File: src/rtl/clk_div_checker_edge_counter.sv
// Edge detector on the sampled divided clock plus a saturating half-period counter.
module edge_counter #(
    parameter int WIDTH   = 8,
    parameter int TIMEOUT = 16
) (
    input  logic             clk,
    input  logic             rst,
    input  logic             clr,
    input  logic             divClk,
    output logic             divEdge,
    output logic [WIDTH-1:0] meas,
    output logic             timeoutHit
);

    localparam logic [WIDTH-1:0] CNT_MAX = '1;
    localparam logic [WIDTH-1:0] TO_LAST = WIDTH'(TIMEOUT - 1);

    logic             divQ;
    logic [WIDTH-1:0] cnt;

    assign divEdge    = divClk ^ divQ;
    // cnt counts cycles since the previous edge minus one, so the edge cycle itself adds one
    assign meas       = (cnt == CNT_MAX) ? cnt : cnt + 1'b1;
    assign timeoutHit = !divEdge && (cnt == TO_LAST);

    always_ff @(posedge clk or posedge rst) begin
        if (rst) begin
            divQ <= 1'b0;
            cnt  <= '0;
        end else begin
            divQ <= divClk;
            if (clr || divEdge)
                cnt <= '0;
            else if (cnt != CNT_MAX)
                cnt <= cnt + 1'b1;
        end
    end

endmodule

File: config.mk
export PLATFORM = sky130hd
export DESIGN_NAME = edge_counter
export DESIGN_NICKNAME = d
export VERILOG_FILES = /design/src/rtl/clk_div_checker_edge_counter.sv
export SDC_FILE = /design/constraint.sdc
export NUM_CORES = 1
export LEC_CHECK = 0
export CAP_MARGIN = 5
export CORE_MARGIN = 3
export CORE_UTILIZATION = 35
export CTS_CLUSTER_DIAMETER = 50
export DETAILED_ROUTE_END_ITERATION = 10
export PLACE_DENSITY = 0.69
export SLEW_MARGIN = 20
export SYNTH_ARGS = -nofsm -noshare
export SYNTH_HDL_FRONTEND = slang
export SYNTH_SLANG_ARGS = --single-unit
export TNS_END_PERCENT = 1
File: constraint.sdc
create_clock -name clk -period 2.1 [get_ports clk]
set_clock_uncertainty 0.2 [all_clocks]
set_input_delay 0.315 -clock clk [delete_from_list [all_inputs] [get_ports clk]]
set_output_delay 0.315 -clock clk [all_outputs]
set_load 0.01 [all_outputs]
# Yosys cells after proc, flatten, opt, wreduce, memory -nomap -nowiden
# Cells that the tools add are included.
[op_classes]
eq_ne = 3
n_bitwise = 1
reduce_logical = 4
muxes = 3
add_sub_neg = 1
[ops]
columns = ["cell", "n"]
rows = [
  ["two-way mux 8 bit", 3],
  ["adder 8 x 1 -> 8 bit, second input constant", 1],
  ["equality test 8 x 4 -> 1 bit, second input constant", 1],
  ["equality test 8 bit, second input constant", 1],
  ["!= test 8 bit, second input constant", 1],
  ["nonzero test 2 bit", 1],
  ["logical AND 1 bit", 1],
  ["zero test 1 bit", 1],
  ["logical OR 1 bit", 1],
  ["XOR 1 bit", 1],
]
[word_totals]
elab_cells = 14
reg_bits = 9
input_bits = 4

# Depth between registers and ports, before layout
[logic_depth]
depth_word = 3
ltp_mapped = 4

# Least setup slack after synthesis
# No wires, ideal clock.
[synth_timing]
kind = "flip-flop to output port"
start = "register cnt[0]"
end = "output port meas[3]"
required_ns = 1.585
setup_slack_ns = 0.227
stages_incl_launch_ff = 5
arrival_ns = 1.358
path_cell_list = "dfrtp_1 -> ha_1 -> and3_2 -> a21oi_1 -> xor2_1"
[synth_via]
elab_chain_len = 2
[synth_lines]
columns = ["item", "line_no", "text"]
rows = [
  ["from (decl)", "19", "logic [WIDTH-1:0] cnt;"],
  ["from (signal assigned)", "35", "cnt <= cnt + 1'b1;"],
  ["adder 8 x 1 -> 8 bit or equality test 8 bit (tied branches)", "23", "assign meas = (cnt == CNT_MAX) ? cnt : cnt + 1'b1;"],
  ["two-way mux 8 bit *", "23", ""],
  ["to (decl)", "11", "output logic [WIDTH-1:0] meas,"],
]
# Every way passes the cells marked *; elsewhere a longest branch is shown, timed or not.

# Final worst setup path
[layout_timing]
start = "register cnt[1]"
end = "output port timeoutHit"
[layout_via]
elab_chain_len = 2
[layout_lines]
columns = ["item", "line_no", "text"]
rows = [
  ["equality test 8 x 4 -> 1 bit", "24", "assign timeoutHit = !divEdge && (cnt == TO_LAST);"],
  ["logical AND 1 bit", "24", ""],
  ["to (decl)", "12", "output logic timeoutHit"],
]
# No other way between the ends.

==> flow_metrics.tcl <==
set metrics [dict create \
    power.leakage_nw 0.441 \
    cts_made_buffers 3 \
    cp-endpoint "timeoutHit" \
    setup_violations 2 \
    synth_seq_area_share_pct 39.7 \
    boundaryPins 14 \
    die_area_um2 2140 \
    synth-simple-area-share_pct 32.0 \
    routabilityCongestion 0.792 \
    tritoncts "yes" \
    utilization_pct 67.4 \
    synth-edff-count 0 \
    cp-end-kind "output port" \
    grt_pass1_wl_um 2500 \
    power_per_cell_area_nw_per_um2 396 \
    grt_antenna_before_repair 0 \
    slew_headroom_pct 75.0 \
    synthAdderAreaFrac_pct 2.21 \
    track_usage_pct 16.9 \
    finalCritPeriodShare_pct 100 \
    postRouteWirelength_um 1680 \
    netlist_instances 64 \
    cp.arrival_ps 1590 \
    fin_area_um2 953 \
    n_antenna_cell 0 \
    fp-row-count 13 \
    synthArstFlopShare_pct 100 \
    ys_types 31 \
    clock_path_buffers 2 \
    dp_slack_ps -196 \
    worst-r2r-cell-count 11 \
    area_growth_pct 68.2 \
    hold_viol 0 \
    worstPathRequired_ps 1580 \
    drc 0 \
    fin_nets 108 \
    synth_mux_area_share_pct 1.77 \
    wl_per_cell_um 14.4 \
    max_freq_mhz 475 \
    cp_max_fo 5 \
    synth_top_family_by_area "simple AND/OR/NAND/NOR gates" \
    rrSetupSlack_ps 50 \
    drive_gt1_share_pct 52.0 \
    tns_ps -5.79 \
    drt_first_pass_iters 4 \
    start_util_pct 40.1 \
    overflow 0 \
    numPortBuffers 13 \
    syn_area_um2 567 \
    start_kind "flop" \
    grt_max_degree 10 \
    fp.dieH_um 46.2 \
    r2r-end "cnt[6]" \
    h-tree-depth 1 \
    rsz0062_at_grt "true" \
    first_global_vias 562 \
    dp_hpwl_um 1100 \
    synth_compound_area_share_pct 17.0 \
    hold_path.class "in2async" \
    clock-sinks 9 \
    ys_seq_elements 9 \
    crit_type "reg2out" \
    dr_total_vias 644 \
    outcome "complete, but fails checks" \
    synth-xor-area-share_pct 4.42 \
    slew_viol_final 0 \
    die_x_um 46.2 \
    clkSlewWorstSetupHoldPaths_ps 60 \
    postRouteAntennaNets 0 \
    core_um2 1420 \
    yosys_warnings 0 \
    setup_ws_ps -3.15 \
    placed_cell_area_um2 816 \
    root_buffer "clkbuf_4" \
    worst_pin_slew_ps 374 \
    finalCriticalPeriod_ps 2100 \
    ctsHoldBuffers 0 \
    viasPerCell 5.50 \
    setup.worst_path.start "cnt[1]" \
    clk_latency_ps 260 \
    violations "setup timing" \
    ir_drop_mv 0.340 \
    syn_nets 69 \
    ys.flop_type "dfrtp_1" \
    drt_iter0_drc 20 \
    syn_area_per_cell_um2 8.86 \
    cap_viol_max_count 0 \
    reg2reg_from "cnt[1]" \
]
-- synth_stat cells, types with 2 or more instances --
cell | n | share of area (%)
a31oi_1 | 3 | 3.3
nand2_1 | 5 | 3.3
o21ai_0 | 2 | 1.8
nand3_1 | 5 | 4.4
a21oi_1 | 3 | 2.6
nor3_1 | 4 | 3.5
dfrtp_1 | 9 | 40
and3_2 | 2 | 2.6
inv_1 | 3 | 2.0
nor2_1 | 6 | 4.0
or3_1 | 2 | 2.2
-- power by group --
part | internal, mW | switching [mW] | leakage, nW
clock network | 0.0734 | 0.0635 | 0.0150
registers | 0.177 | 0.00267 | 0.122
logic | 0.0321 | 0.0287 | 0.304
-- flip-flops by register name (all words and copies together), names as in the netlist --
register / count
cnt: 8
divQ: 1
-- area by class of cell --
cell class,instances,area [um^2]
fillers,123,462
multi-input cells,51,398
repair buffers,35,274
flip-flops and latches,9,225
clock buffers,4,26.3
well taps,15,18.8
inverters,3,11.3
-- per-layer routing --
| layer | GRT usage, % | up-vias | part of all wire, % |
|---|---|---|---|
| met5 | 0 | - | 0 |
| met4 | 7.95 | 0 | 0.83 |
| met3 | 6.25 | 4 | 6.2 |
| met2 | 25.3 | 28 | 50 |
| met1 | 21.2 | 299 | 43 |
| li1 | - | 313 | - |
-- stage by stage --
| stage | power, mW | hold WS [ps] | instances |
|---|---|---|---|
| floorplan | 0.207 | -57.1 | 64 |
| global placement | 0.241 | 415 | 105 |
| detailed placement | 0.242 | 413 | 105 |
| CTS | 0.380 | 123 | 116 |
| global route | 0.396 | 143 | 117 |
| finish | 0.377 | 117 | 117 |
-- cells by family (layout without fill, tap and decap cells) --
group | after synthesis | count (layout)
compound gates | 14 | 14
mux | 1 | 1
xor+xnor | 2 | 2
buf+inv | 4 | 42
fa+ha+maj | 1 | 1
flops | 9 | 9
simple gates | 33 | 33
-- worst min-delay path by stage --
stage          endpoint  slack, ps  start  cells past startpoint
2_1_floorplan    cnt[0]        -60    rst                      1
3_3_place_gp     cnt[0]        410    rst                      2
3_5_place_dp     cnt[7]        410    rst                      2
4_1_cts          cnt[7]        120    rst                      2
5_1_grt          cnt[7]        140    rst                      2
6_report         cnt[0]        120    rst                      2
-- critical path: stages, from the launching register on --
cell     delay [ps]
dfrtp_1         360
ha_2            210
buf_6           110
and3_4          200
buf_4           110
nand3_1          70
nor3_2          110
buf_2           150
-- placed cells by master, fill, tap and decap left out, drive strengths merged, types with 4 or more instances in the layout --
| cell type | n |
|---|---|
| buf | 29 |
| dfrtp | 9 |
| nand2 | 6 |
| nor2 | 6 |
| nand3 | 6 |
| clkbuf | 5 |
| nor3 | 4 |
-- what timing repair did --
item,in CTS,in global routing
setup endpoints to repair,10,8
pin swaps,4,4
setup buffers,7,2
gates resized for setup,41,15
endpoints found under the hold margin,0,0
Power figures use the tool's default switching activity.
